File: config.mk
export PLATFORM = sky130hd
export DESIGN_NAME = float_divider_32bit_seq
export DESIGN_NICKNAME = d
export VERILOG_FILES = /design/src/rtl/float_divider_32bit_seq.sv
export SDC_FILE = /design/constraint.sdc
export NUM_CORES = 1
export LEC_CHECK = 0
export CELL_PAD_IN_SITES_DETAIL_PLACEMENT = 0
export CELL_PAD_IN_SITES_GLOBAL_PLACEMENT = 1
export CORE_MARGIN = 5
export CORE_UTILIZATION = 25
export DETAILED_ROUTE_END_ITERATION = 7
export PLACE_DENSITY = 0.54
export SLEW_MARGIN = 20
export SYNTH_ARGS = -nofsm -noshare
export SYNTH_HDL_FRONTEND = slang
export SYNTH_SLANG_ARGS = --single-unit
export TNS_END_PERCENT = 5
File: constraint.sdc
create_clock -name clk -period 3.99 [get_ports clk]
set_input_delay 0.399 -clock clk [delete_from_list [all_inputs] [get_ports clk]]
set_output_delay 0.399 -clock clk [all_outputs]
set_load 0.02 [all_outputs]
File: src/rtl/float_divider_32bit_seq.sv
`default_nettype none
// ============================================================================
// Module      : float_divider_32bit_seq
// Description : Multi-cycle IEEE-754 single-precision divider (a / b).
//               Radix-2 restoring mantissa division, one quotient bit per
//               clock, round-to-nearest-even, valid/ready on both sides.
// Revision    : 1.0 - initial release
// ============================================================================
module float_divider_32bit_seq #(
    parameter logic [31:0] NAN_PATTERN = 32'h7FC00000
) (
    input  logic        clk,
    input  logic        rst,
    input  logic        in_valid,
    output logic        in_ready,
    input  logic [31:0] a,
    input  logic [31:0] b,
    output logic        out_valid,
    input  logic        out_ready,
    output logic [31:0] result,
    output logic [3:0]  flags
);

    localparam logic [1:0] c_IDLE   = 2'd0;
    localparam logic [1:0] c_DIVIDE = 2'd1;
    localparam logic [1:0] c_ROUND  = 2'd2;
    localparam logic [1:0] c_DONE   = 2'd3;

    logic [1:0]        r_state;
    logic              r_out_valid;
    logic [31:0]       r_result;
    logic [3:0]        r_flags;
    logic              r_sign;
    logic signed [9:0] r_exp;
    logic [23:0]       r_mb;
    logic [25:0]       r_rem;
    logic [26:0]       r_quo;
    logic [4:0]        r_cnt;

    // Operand classification; denormals (exp=0) are treated as zero.
    logic w_a_nan, w_b_nan, w_a_inf, w_b_inf, w_a_zero, w_b_zero, w_sign;
    assign w_a_nan  = (a[30:23] == 8'hFF) && (a[22:0] != 23'd0);
    assign w_b_nan  = (b[30:23] == 8'hFF) && (b[22:0] != 23'd0);
    assign w_a_inf  = (a[30:23] == 8'hFF) && (a[22:0] == 23'd0);
    assign w_b_inf  = (b[30:23] == 8'hFF) && (b[22:0] == 23'd0);
    assign w_a_zero = (a[30:23] == 8'h00);
    assign w_b_zero = (b[30:23] == 8'h00);
    assign w_sign   = a[31] ^ b[31];

    logic        w_special;
    logic [31:0] w_spec_result;
    logic [3:0]  w_spec_flags;

    // Special-operand result selection in priority order.
    always_comb begin
        w_special     = 1'b1;
        w_spec_result = NAN_PATTERN;
        w_spec_flags  = 4'b0000;
        if (w_a_nan || w_b_nan) begin
            w_spec_result = NAN_PATTERN;
        end else if ((w_a_zero && w_b_zero) || (w_a_inf && w_b_inf)) begin
            w_spec_result = NAN_PATTERN;
            w_spec_flags  = 4'b1000;
        end else if (w_a_inf) begin
            w_spec_result = {w_sign, 8'hFF, 23'd0};
        end else if (w_b_inf) begin
            w_spec_result = {w_sign, 31'd0};
        end else if (w_b_zero) begin
            w_spec_result = {w_sign, 8'hFF, 23'd0};
            w_spec_flags  = 4'b0100;
        end else if (w_a_zero) begin
            w_spec_result = {w_sign, 31'd0};
        end else begin
            w_special = 1'b0;
        end
    end

    // One restoring step: subtract divisor when it fits, then shift left.
    logic        w_ge;
    logic [25:0] w_rem_sub;
    logic [25:0] w_rem_next;
    assign w_ge       = (r_rem >= {2'b00, r_mb});
    assign w_rem_sub  = w_ge ? (r_rem - {2'b00, r_mb}) : r_rem;
    assign w_rem_next = {w_rem_sub[24:0], 1'b0};

    // Normalisation and round-to-nearest-even on the finished quotient.
    logic              w_norm, w_guard, w_sticky, w_inc;
    logic [22:0]       w_mant;
    logic [23:0]       w_mant_rnd;
    logic signed [9:0] w_exp_adj, w_exp_fin;
    logic [31:0]       w_rnd_result;
    logic [3:0]        w_rnd_flags;
    assign w_norm     = r_quo[26];
    assign w_mant     = w_norm ? r_quo[25:3] : r_quo[24:2];
    assign w_guard    = w_norm ? r_quo[2] : r_quo[1];
    assign w_sticky   = (w_norm ? (|r_quo[1:0]) : r_quo[0]) | (r_rem != 26'd0);
    assign w_exp_adj  = w_norm ? r_exp : (r_exp - 10'sd1);
    assign w_inc      = w_guard & (w_sticky | w_mant[0]);
    assign w_mant_rnd = {1'b0, w_mant} + {23'd0, w_inc};
    assign w_exp_fin  = w_mant_rnd[23] ? (w_exp_adj + 10'sd1) : w_exp_adj;

    // Overflow/underflow saturation of the rounded result.
    always_comb begin
        w_rnd_result = {r_sign, w_exp_fin[7:0], w_mant_rnd[22:0]};
        w_rnd_flags  = 4'b0000;
        if (w_exp_fin >= 10'sd255) begin
            w_rnd_result = {r_sign, 8'hFF, 23'd0};
            w_rnd_flags  = 4'b0010;
        end else if (w_exp_fin <= 10'sd0) begin
            w_rnd_result = {r_sign, 31'd0};
            w_rnd_flags  = 4'b0001;
        end
    end

    // Control FSM and datapath registers.
    always_ff @(posedge clk) begin
        if (rst) begin
            r_state     <= c_IDLE;
            r_out_valid <= 1'b0;
            r_result    <= 32'd0;
            r_flags     <= 4'd0;
            r_sign      <= 1'b0;
            r_exp       <= 10'sd0;
            r_mb        <= 24'd0;
            r_rem       <= 26'd0;
            r_quo       <= 27'd0;
            r_cnt       <= 5'd0;
        end else begin
            case (r_state)
                c_IDLE: begin
                    if (in_valid) begin
                        r_sign <= w_sign;
                        if (w_special) begin
                            r_result    <= w_spec_result;
                            r_flags     <= w_spec_flags;
                            r_out_valid <= 1'b1;
                            r_state     <= c_DONE;
                        end else begin
                            r_rem   <= {3'b001, a[22:0]};
                            r_mb    <= {1'b1, b[22:0]};
                            r_quo   <= 27'd0;
                            r_cnt   <= 5'd0;
                            r_exp   <= $signed({2'b00, a[30:23]}) - $signed({2'b00, b[30:23]}) + 10'sd127;
                            r_state <= c_DIVIDE;
                        end
                    end
                end
                c_DIVIDE: begin
                    r_quo <= {r_quo[25:0], w_ge};
                    r_rem <= w_rem_next;
                    r_cnt <= r_cnt + 5'd1;
                    if (r_cnt == 5'd26) begin
                        r_state <= c_ROUND;
                    end
                end
                c_ROUND: begin
                    r_result    <= w_rnd_result;
                    r_flags     <= w_rnd_flags;
                    r_out_valid <= 1'b1;
                    r_state     <= c_DONE;
                end
                c_DONE: begin
                    if (out_ready) begin
                        r_out_valid <= 1'b0;
                        r_state     <= c_IDLE;
                    end
                end
                default: r_state <= c_IDLE;
            endcase
        end
    end

    assign in_ready  = (r_state == c_IDLE);
    assign out_valid = r_out_valid;
    assign result    = r_result;
    assign flags     = r_flags;

endmodule
`default_nettype wire

==> impl.org, run 1 <==
** Outcome
- The run finished with clean final reports.

** Synth
- After synthesis, the share of flip-flops with an asynchronous set or reset is 0.
- In the synthesized netlist, the cells that appear most often are nand2_1 (146), dfxtp_1 (132), a21oi_1 (110).
- The share of synthesized area in the top cell type comes to 0.2958.
- Yosys printed 0 warnings.
- Cell Area, Synth :: between 8000 and 9000 µm²
- Post-synth EDFFs :: 0
- Counting every instance in the synthesized netlist gives roughly 1200.
- Yosys cell types :: 82
- By instance count, the leading cell after synthesis is nand2_1.
- Synthesis-stage register bit count :: between 100 and 150
- When the netlist entered floorplanning its net count stood at 1269.
- The average instance in the mapped netlist occupies between 7 and 8 µm².
- Ys flop type :: dfxtp_1
- Area leader, netlist :: dfxtp_1
- Sorting the synthesized cells by area gives the leading types as dfxtp_1 (30%), a21oi_1 (6.2%), nand2_1 (6.1%), ha_1 (5.9%), xnor2_1 (3.8%).
- Part of the Yosys area used for sequential elements :: 0.2958

** GRT
- The first global-routing pass estimated 46.83 mm of wire.
- GRT Residual Overflow :: 0
- Initial antenna violation count :: 1
- Entering global routing, the biggest net connects 65 pins.
- For this run, the total global-route usage over all layers was measured as 0.1475.
- The number of global-route vias before repair came to 8281.

** Detailed routing
- Summed over all layers, the routed wires come to 28.98 mm.
- First drt pass iteration count :: 7
- For this block, the via count after detailed routing is 8501.
- Number of DRC markers after the initial detailed-route iteration :: 444
- Routed via count divided by cell count :: ~5
- Wire length per cell after detailed routing :: 17.07 µm
- Post-route DRC :: 0
- Once detail routing completed, the nets flagged for antenna violations numbered 0.

** Floorplan
- Row count :: 69
- Starting density of the core :: 0.2524
- For this design the top-level I/O count stands at 106.
- Area of the die :: 39610 µm²
- In this run the standard cell core region covers about 35000 µm².
- Overall die width :: 199.0 µm
- From bottom edge to top edge, the die measures 199.0 µm.

** Clocking
- Number of buffers created by CTS :: 17
- At the later pin of the worst-skew pair, clock insertion delay measures 0.43 ns.
- Cell chosen for the clock root :: clkbuf_16
- The clock passes through at most 2 buffers.
- The clock net in this run drives a total of about 130 sinks.
- After clock tree synthesis, the setup repair step added 0 buffers.
- Post-CTS resize count :: 0
- The H-tree was split into 4 levels.
- Buffers inserted to repair hold after CTS numbered 0.
- Clock-pin slew was measured on the worst setup and hold paths at 0.06 ns.
- TritonCTS built the clock tree.

** Hold path
- The tightest min-delay check is of the input pin to flip-flop type.

** Worst setup path
- Critical R2R Launch :: r_quo[26]
- Crit-path max FO :: 27
- Critical path data arrival time :: between 3 and 4 ns
- Startpoint of the worst setup timing path :: r_quo[26]
- The critical path in this run is classified as flip-flop to flip-flop.
- Worst Setup End Kind :: flip-flop
- The worst register-to-register path ends at result[16].
- Critical path required time :: 4.36 ns
- STA classifies the critical path startpoint as a flip-flop.
- Across all register-to-register paths, the minimum setup slack is 0.44 ns.
- The most critical setup path has its endpoint at result[16].
- For the worst flop-to-flop path, the logic depth is 12.

** STA
- At the pin with the least slew margin, the transition time is 0.9809 ns.
- Setup repair after global routing left no endpoint under its margin.
- The number of hold violations in the final report is 0.
- The max-slew violation count came to 0.
- In this run the tightest slew margin relative to its limit is 0.3461.
- Setup violations remaining at the end of the flow were counted as 0.
- Max Clock Skew :: 0.008899 ns
- Timing-limited maximum frequency :: 282.1 MHz
- Counting I/O delays and the setup requirement, the final critical path takes about 3.5 ns.
- In the finished design, the share of the clock period the worst path needs comes to 0.8885.
- Setup TNS after final layout :: 0 ns

** Placed design
- Final Wtd Congestion :: between 0.8 and 0.9
- Detailed-placement wirelength estimate :: between 20 and 25 mm
- Once placement finished, the instance area stood at 10380 µm².
- Quantity of I/O buffers inserted on ports :: 105

** Final layout
- In the final design database the tool counted around 1300 nets.
- Non-Filler Cell Area, Final :: 11000 µm²
- FILL cells :: between 3000 and 4000
- Core occupancy in the finished layout :: 0.3108
- Compared with the post-synthesis result, the final layout area differs by 23.16%.
- Number of antenna cells inserted :: 0
- In the final layout, the share of cells above drive strength 1 is 0.06548.

** Power and ir drop
- Leakage :: 3.960 nW
- The worst-case IR drop observed on VDD is 0.4287 mV.
- Power per Cell Area :: 725.7 nW/µm²

** Job
- The tool flagged a number of max-cap violations equal to 0.
==> registers in the layout (all words and copies together) (netlist names), 2 cells and up <==
register,count
flags,4
result,32
r_exp,10
r_cnt,5
r_quo,27
r_state,2
r_rem,26
r_mb,24
==> kinds of logic after synthesis <==
logic type | after synthesis | synth area share
AOI/OAI and AO/OA | 331 | 0.2489
xor gates and xnor gates | 62 | 0.06079
adders and majority gates | 44 | 0.06331
buffers and inverters | 141 | 0.06639
DFF | 132 | 0.2958
muxes | 31 | 0.03544
and+or+nand+nor | 416 | 0.2293
==> how the worst min path moves through the flow <==
stage                  start  endpoint  slack, ns  cells past startpoint
CTS                      rst  flags[1]       0.44                      2
detailed placement  r_mb[17]  r_mb[17]       0.45                      2
floorplan           r_mb[10]  r_mb[10]       0.44                      2
finish                   rst  flags[1]       0.45                      2
global route             rst  r_rem[0]       0.47                      2
global placement    r_mb[16]  r_mb[16]       0.44                      2
==> critical path, stage by stage (launching register included) <==
cell and delay (ns):
dfxtp_2 0.67, buf_4 0.29, xor2_1 0.35, inv_1 0.11
ha_1 0.27, inv_1 0.13, nor3_1 0.09, a31o_2 0.27
and2_1 0.15, and4_1 0.20, nor4b_2 0.32, and3_4 0.40
a32o_1 0.21
==> final cells by class <==
class,count,area (µm²),area share
tap,461,576.8,0.05243
multi-input combinational,884,5718,0.5198
sequential,132,2644,0.2403
clock buffer,23,467.9,0.04254
timing repair buffer,126,1206,0.1096
inverter,63,236.5,0.02150
clock inverter,9,151.4,0.01376
==> placed cells by master (no fill, tap or decap), types with 6 or more instances in the layout <==
master | netlist | layout
a21o_1 | 20 | 20
a21oi_1 | 110 | 108
a31oi_1 | 10 | 10
or3_1 | 6 | 6
nand2_1 | 146 | 146
a211oi_1 | 19 | 19
a32oi_1 | 6 | 6
nor2_1 | 74 | 73
a22o_1 | 19 | 19
a22oi_1 | 20 | 20
a2111oi_0 | 6 | 6
ha_1 | 42 | 42
dfxtp_1 | 132 | 131
nand3_1 | 51 | 51
and4_1 | 7 | 7
nand4_1 | 21 | 21
clkbuf_16 | 0 | 17
nor2b_1 | 9 | 9
inv_1 | 63 | 63
xnor2_1 | 39 | 39
o22ai_1 | 14 | 14
buf_4 | 1 | 22
and2_1 | 8 | 8
xor2_1 | 23 | 23
clkdlybuf4s50_1 | 0 | 104
and3_1 | 11 | 11
a311oi_1 | 16 | 16
nor4_1 | 22 | 22
o21ai_0 | 36 | 36
o211ai_1 | 7 | 7
nor3_1 | 32 | 32
mux2i_1 | 26 | 26
==> through the flow <==
stage               power, mW  instances  hold WS (ns)  worst slack, ns
floorplan               5.112       1157        0.4363           0.3837
global placement        6.356       1666        0.4441           0.5680
detailed placement      6.317       1666        0.4470           0.4412
CTS                     8.066       1698        0.4401           0.4254
global route            8.656       1698        0.4659           0.1726
finish                  7.983       1698        0.4534           0.4448
==> layer usage <==
metal | track usage | wire [µm] | vias up
met4 | 0.02938 | 248 | 0
met2 | 0.2275 | 12570 | 146
met5 | 0 | 0 | -
li1 | - | - | 4368
met3 | 0.03015 | 1121 | 17
met1 | 0.2139 | 15030 | 3970
==> power by group <==
group	total, mW	internal (mW)	switching (mW)	leakage, nW
Sequential	1.77	1.53	0.238	1.07
Combinational	4.52	1.84	2.67	2.58
Clock	1.70	1.08	0.621	0.301
Power figures use the tool's default switching activity.
==> run 2: changes to the inputs <==
- SLEW_MARGIN: 20 -> not set
==> results of run 2 <==
Same layout as run 1: the final DEF is identical, and so are final timing and power.
==> run 3: changes to the inputs <==
==> constraint.sdc (replaced) <==
create_clock -name clk -period 3.99 [get_ports clk]
set_input_delay 0.798 -clock clk [delete_from_list [all_inputs] [get_ports clk]]
set_output_delay 0.798 -clock clk [all_outputs]
set_load 0.02 [all_outputs]
==> impl.org, run 3 (synthesis gave the netlist of run 1 again) <==
** STA
- The actual transition at the worst max-transition pin is 0.9388 ns (-0.04213 ns).
- Max Clock Skew :: 0.008117 ns (-0.0007815 ns)
- The minimum period implied by the final worst setup slack is 3.682 ns (+0.1367 ns).
- Setup TNS after final layout :: 0 ns (unchanged)
- The fmax is 271.6 MHz (-3.7%).
- The number of hold violations in the final report is 0 (unchanged).
- Setup repair after global routing missed its margin :: no
- Max-slew violation count :: 0 (unchanged)
- The final cycle utilization of the critical path came to 0.9228 (+0.03427).
- Minimum hold slack :: 0.4535 ns (+0.00005700 ns)
- The tightest slew margin relative to the limit is 0.3741 (+0.02808).
- Final setup violation count :: 0 (unchanged)

** Outcome
- Run status :: finished clean

** Power and ir drop
- The total power after layout came to 8.229 mW (+3.1%).
- The areal power density over the cells came to 740.2 nW/µm² (+2.0%).
- Fraction of power spent switching nets :: 0.4360 (-0.006627)
- Comb pwr share :: 0.561 (-0.005)
- Clock network fraction of design power :: 0.225 (+0.012)
- Worst IR Drop VDD :: 0.3920 mV (-8.6%)
- The relative contribution of sequential cells to total power was 0.214 (-0.008).
- The switching power summed over all nets is 3.588 mW (+1.5%).
- Internal power :: 4.641 mW (+4.3%)
- Leakage :: 4.026 nW (+1.7%)

** Worst setup path
- The required arrival time at the worst endpoint was 4.37 ns (about the same).
- Critical R2R Launch :: r_quo[26]
- The data arrival time of the critical path came to 4.06 ns (+0.14 ns).
- Critical setup path kind :: flip-flop to flip-flop
- Depth of the worst register-to-register path :: 10 (-2)
- Startpoint Class :: flip-flop
- Crit-path max FO :: 25 (-7.4%)
- Worst Setup End Kind :: flip-flop
- In this run the critical register-to-register path is captured at result[10].
- Setup slack on the worst flop-to-flop path :: 0.31 ns (-0.14 ns)

** Placed design
- The placed instance count is 1674 (+0.48%).
- The count of port buffers added during placement is 105 (unchanged).
- The cell area after placement is 10440 µm² (+0.58%).
- The final weighted congestion in routability-driven placement was 0.8127 (-1.6%).
- The detailed placement HPWL came to 21.77 mm (+0.57%).

** Floorplan
- The number of rows in the core area came to 69 (unchanged).
- The die outline area was 39610 µm² (unchanged).
- CORE AREA :: 35400 µm² (unchanged)
- Die span in y :: 199.0 µm (unchanged)
- The starting utilization of the core area is 0.2524 (unchanged).
- The die width is 199.0 µm (unchanged).
- Count of boundary I/O pins :: 106 (unchanged)

** Final layout
- Fraction of layout cells with a size suffix above 1 :: 0.07229 (+0.006808)
- Most common cell after layout, fill and taps aside :: nand2_1
- Number of antenna cells inserted :: 0 (unchanged)
- The area growth from synthesis to layout is 24.46%.
- The area of combinational cells with multiple inputs is 5718 µm² (unchanged).
- Leading cell types in the layout, fill and taps excluded :: nand2_1 (146), dfxtp_1 (131), a21oi_1 (108)
- Non-Filler Cell Area, Final :: 11120 µm² (+1.1%)
- The number of filler instances in the final layout was 3853 (+0.10%).
- The area taken by flip-flops and latches was 2644 µm² (unchanged).
- Final Non-Filler Cells :: 1706 (+0.47%)
- The number of nets in the layout came to 1344 (+0.60%).
- The number of flip-flops under the largest register name is 32 (unchanged).

** Job
- # Max-Cap Violations :: 0 (unchanged)

** Detailed routing
- Post-route DRC :: 0 (unchanged)
- Number of vias in the routed layout :: 8456 (-0.53%)
- The wire length on met2 was 12.43 mm (-1.2%).
- The detailed route wirelength on metal3 was 1.243 mm (+11%).
- First drt pass iteration count :: 5 (-2)
- Met1 Routed Length :: 14.83 mm (-1.3%)
- The mean routed wirelength per cell was 16.91 µm (-0.89%).
- Number of nets with antenna violations after detailed routing :: 0 (unchanged)
- Top Metal Used :: met4
- The final wirelength is 28.86 mm (-0.42%).
- The via count normalized by instance count was 4.957 (-1.0%).
- Number of DRC markers after the initial detailed-route iteration :: 436 (-1.8%)

** Clocking
- Number of buffers created by CTS :: 17 (unchanged)
- CTS tree :: built
- The clock-pin slew on the worst setup and hold paths is 0.06 ns (about the same).
- Maximum level of the CTS H-tree :: 4 (unchanged)
- Hold-fix buffer count after cts :: 0 (unchanged)
- The sink count of the clock tree was 132 (unchanged).
- Total setup buffers inserted after CTS :: 0 (unchanged)
- The post-cts repair resize count is 0 (unchanged).
- Source-to-sink clock delay at the later pin of the worst-skew pair :: 0.44 ns (about the same)
- Worst-case clock buffer depth :: 2 (unchanged)
- Clock tree synthesis selected as its root buffer the cell clkbuf_16.

** Hold path
- Hold Startpoint :: r_mb[18]
- Hold Crit Endpoint :: r_mb[18]
- The tightest min-delay check is of the flip-flop to flip-flop type.
- Hold-critical path depth :: 2 (unchanged)

** GRT
- Largest net degree at the start of global routing :: 62 (-4.6%)
- Wire length of the first global-routing pass :: 46.29 mm (-1.2%)
- Overall fraction of global-route tracks in use :: 0.1461 (-0.001477)
- GRT Residual Overflow :: 0 (unchanged)
- Vias in the first global route :: 8158 (-1.5%)
- The initial antenna violation count is 0 (-1).
==> run 3: cell types whose count changed in the layout (fill, tap and decap cells not counted), sizes merged <==
cell | previous run | this run
bufinv | 4 | 6
clkinv | 4 | 2
buf | 22 | 30
==> run 3: worst max path at each step <==
stage,start,cells after the start,to
6_report,r_quo[26],10,result[10]
5_1_grt,r_quo[26],10,result[10]
4_1_cts,r_quo[26],10,result[10]
3_5_place_dp,r_quo[26],10,result[10]
3_3_place_gp,a[17],10,result[22]
2_1_floorplan,r_quo[26],17,result[22]
==> run 3: routing by layer <==
layer / global-route usage / vias up
li1: - / 4364
met1: 0.2102 / 3920
met2: 0.2219 / 154
met3: 0.03286 / 18
met4: 0.03495 / 0
met5: 0 / -
==> run 3: area by class of cell <==
| cell class | count | area share |
|---|---|---|
| inverter | 63 | 0.02127 |
| multi-input combinational | 884 | 0.5144 |
| sequential | 132 | 0.2378 |
| clock inverter | 9 | 0.01778 |
| tap | 461 | 0.05189 |
| timing repair buffer | 134 | 0.1139 |
| clock buffer | 23 | 0.04299 |
==> run 3: through the flow <==
step                        util  worst slack, ns
after floorplan                -           0.3837
final                     0.3141           0.3081
after detailed placement  0.2950           0.3299
after global routing      0.3141          0.05668
after global placement    0.2950           0.3405
after CTS                 0.3141           0.3138
==> run 3: power groups by stage <==
stage,Clock [mW],Combinational [mW],Sequential [mW]
2_1_floorplan,0,3.40,1.71
3_3_place_gp,0,4.64,1.79
3_5_place_dp,0,4.61,1.80
4_1_cts,1.91,4.64,1.77
5_1_grt,1.96,5.17,1.80
6_report,1.85,4.61,1.76
==> run 3: critical path, stage by stage (launching register included) <==
cell and delay (ns):
dfxtp_2 0.67, buf_4 0.32, nand2_1 0.12, a21oi_1 0.28, and4_1 0.47, a31oi_1 0.16
or2_2 0.32, and4_1 0.22, nor4b_2 0.39, and3_4 0.42, a32o_1 0.22
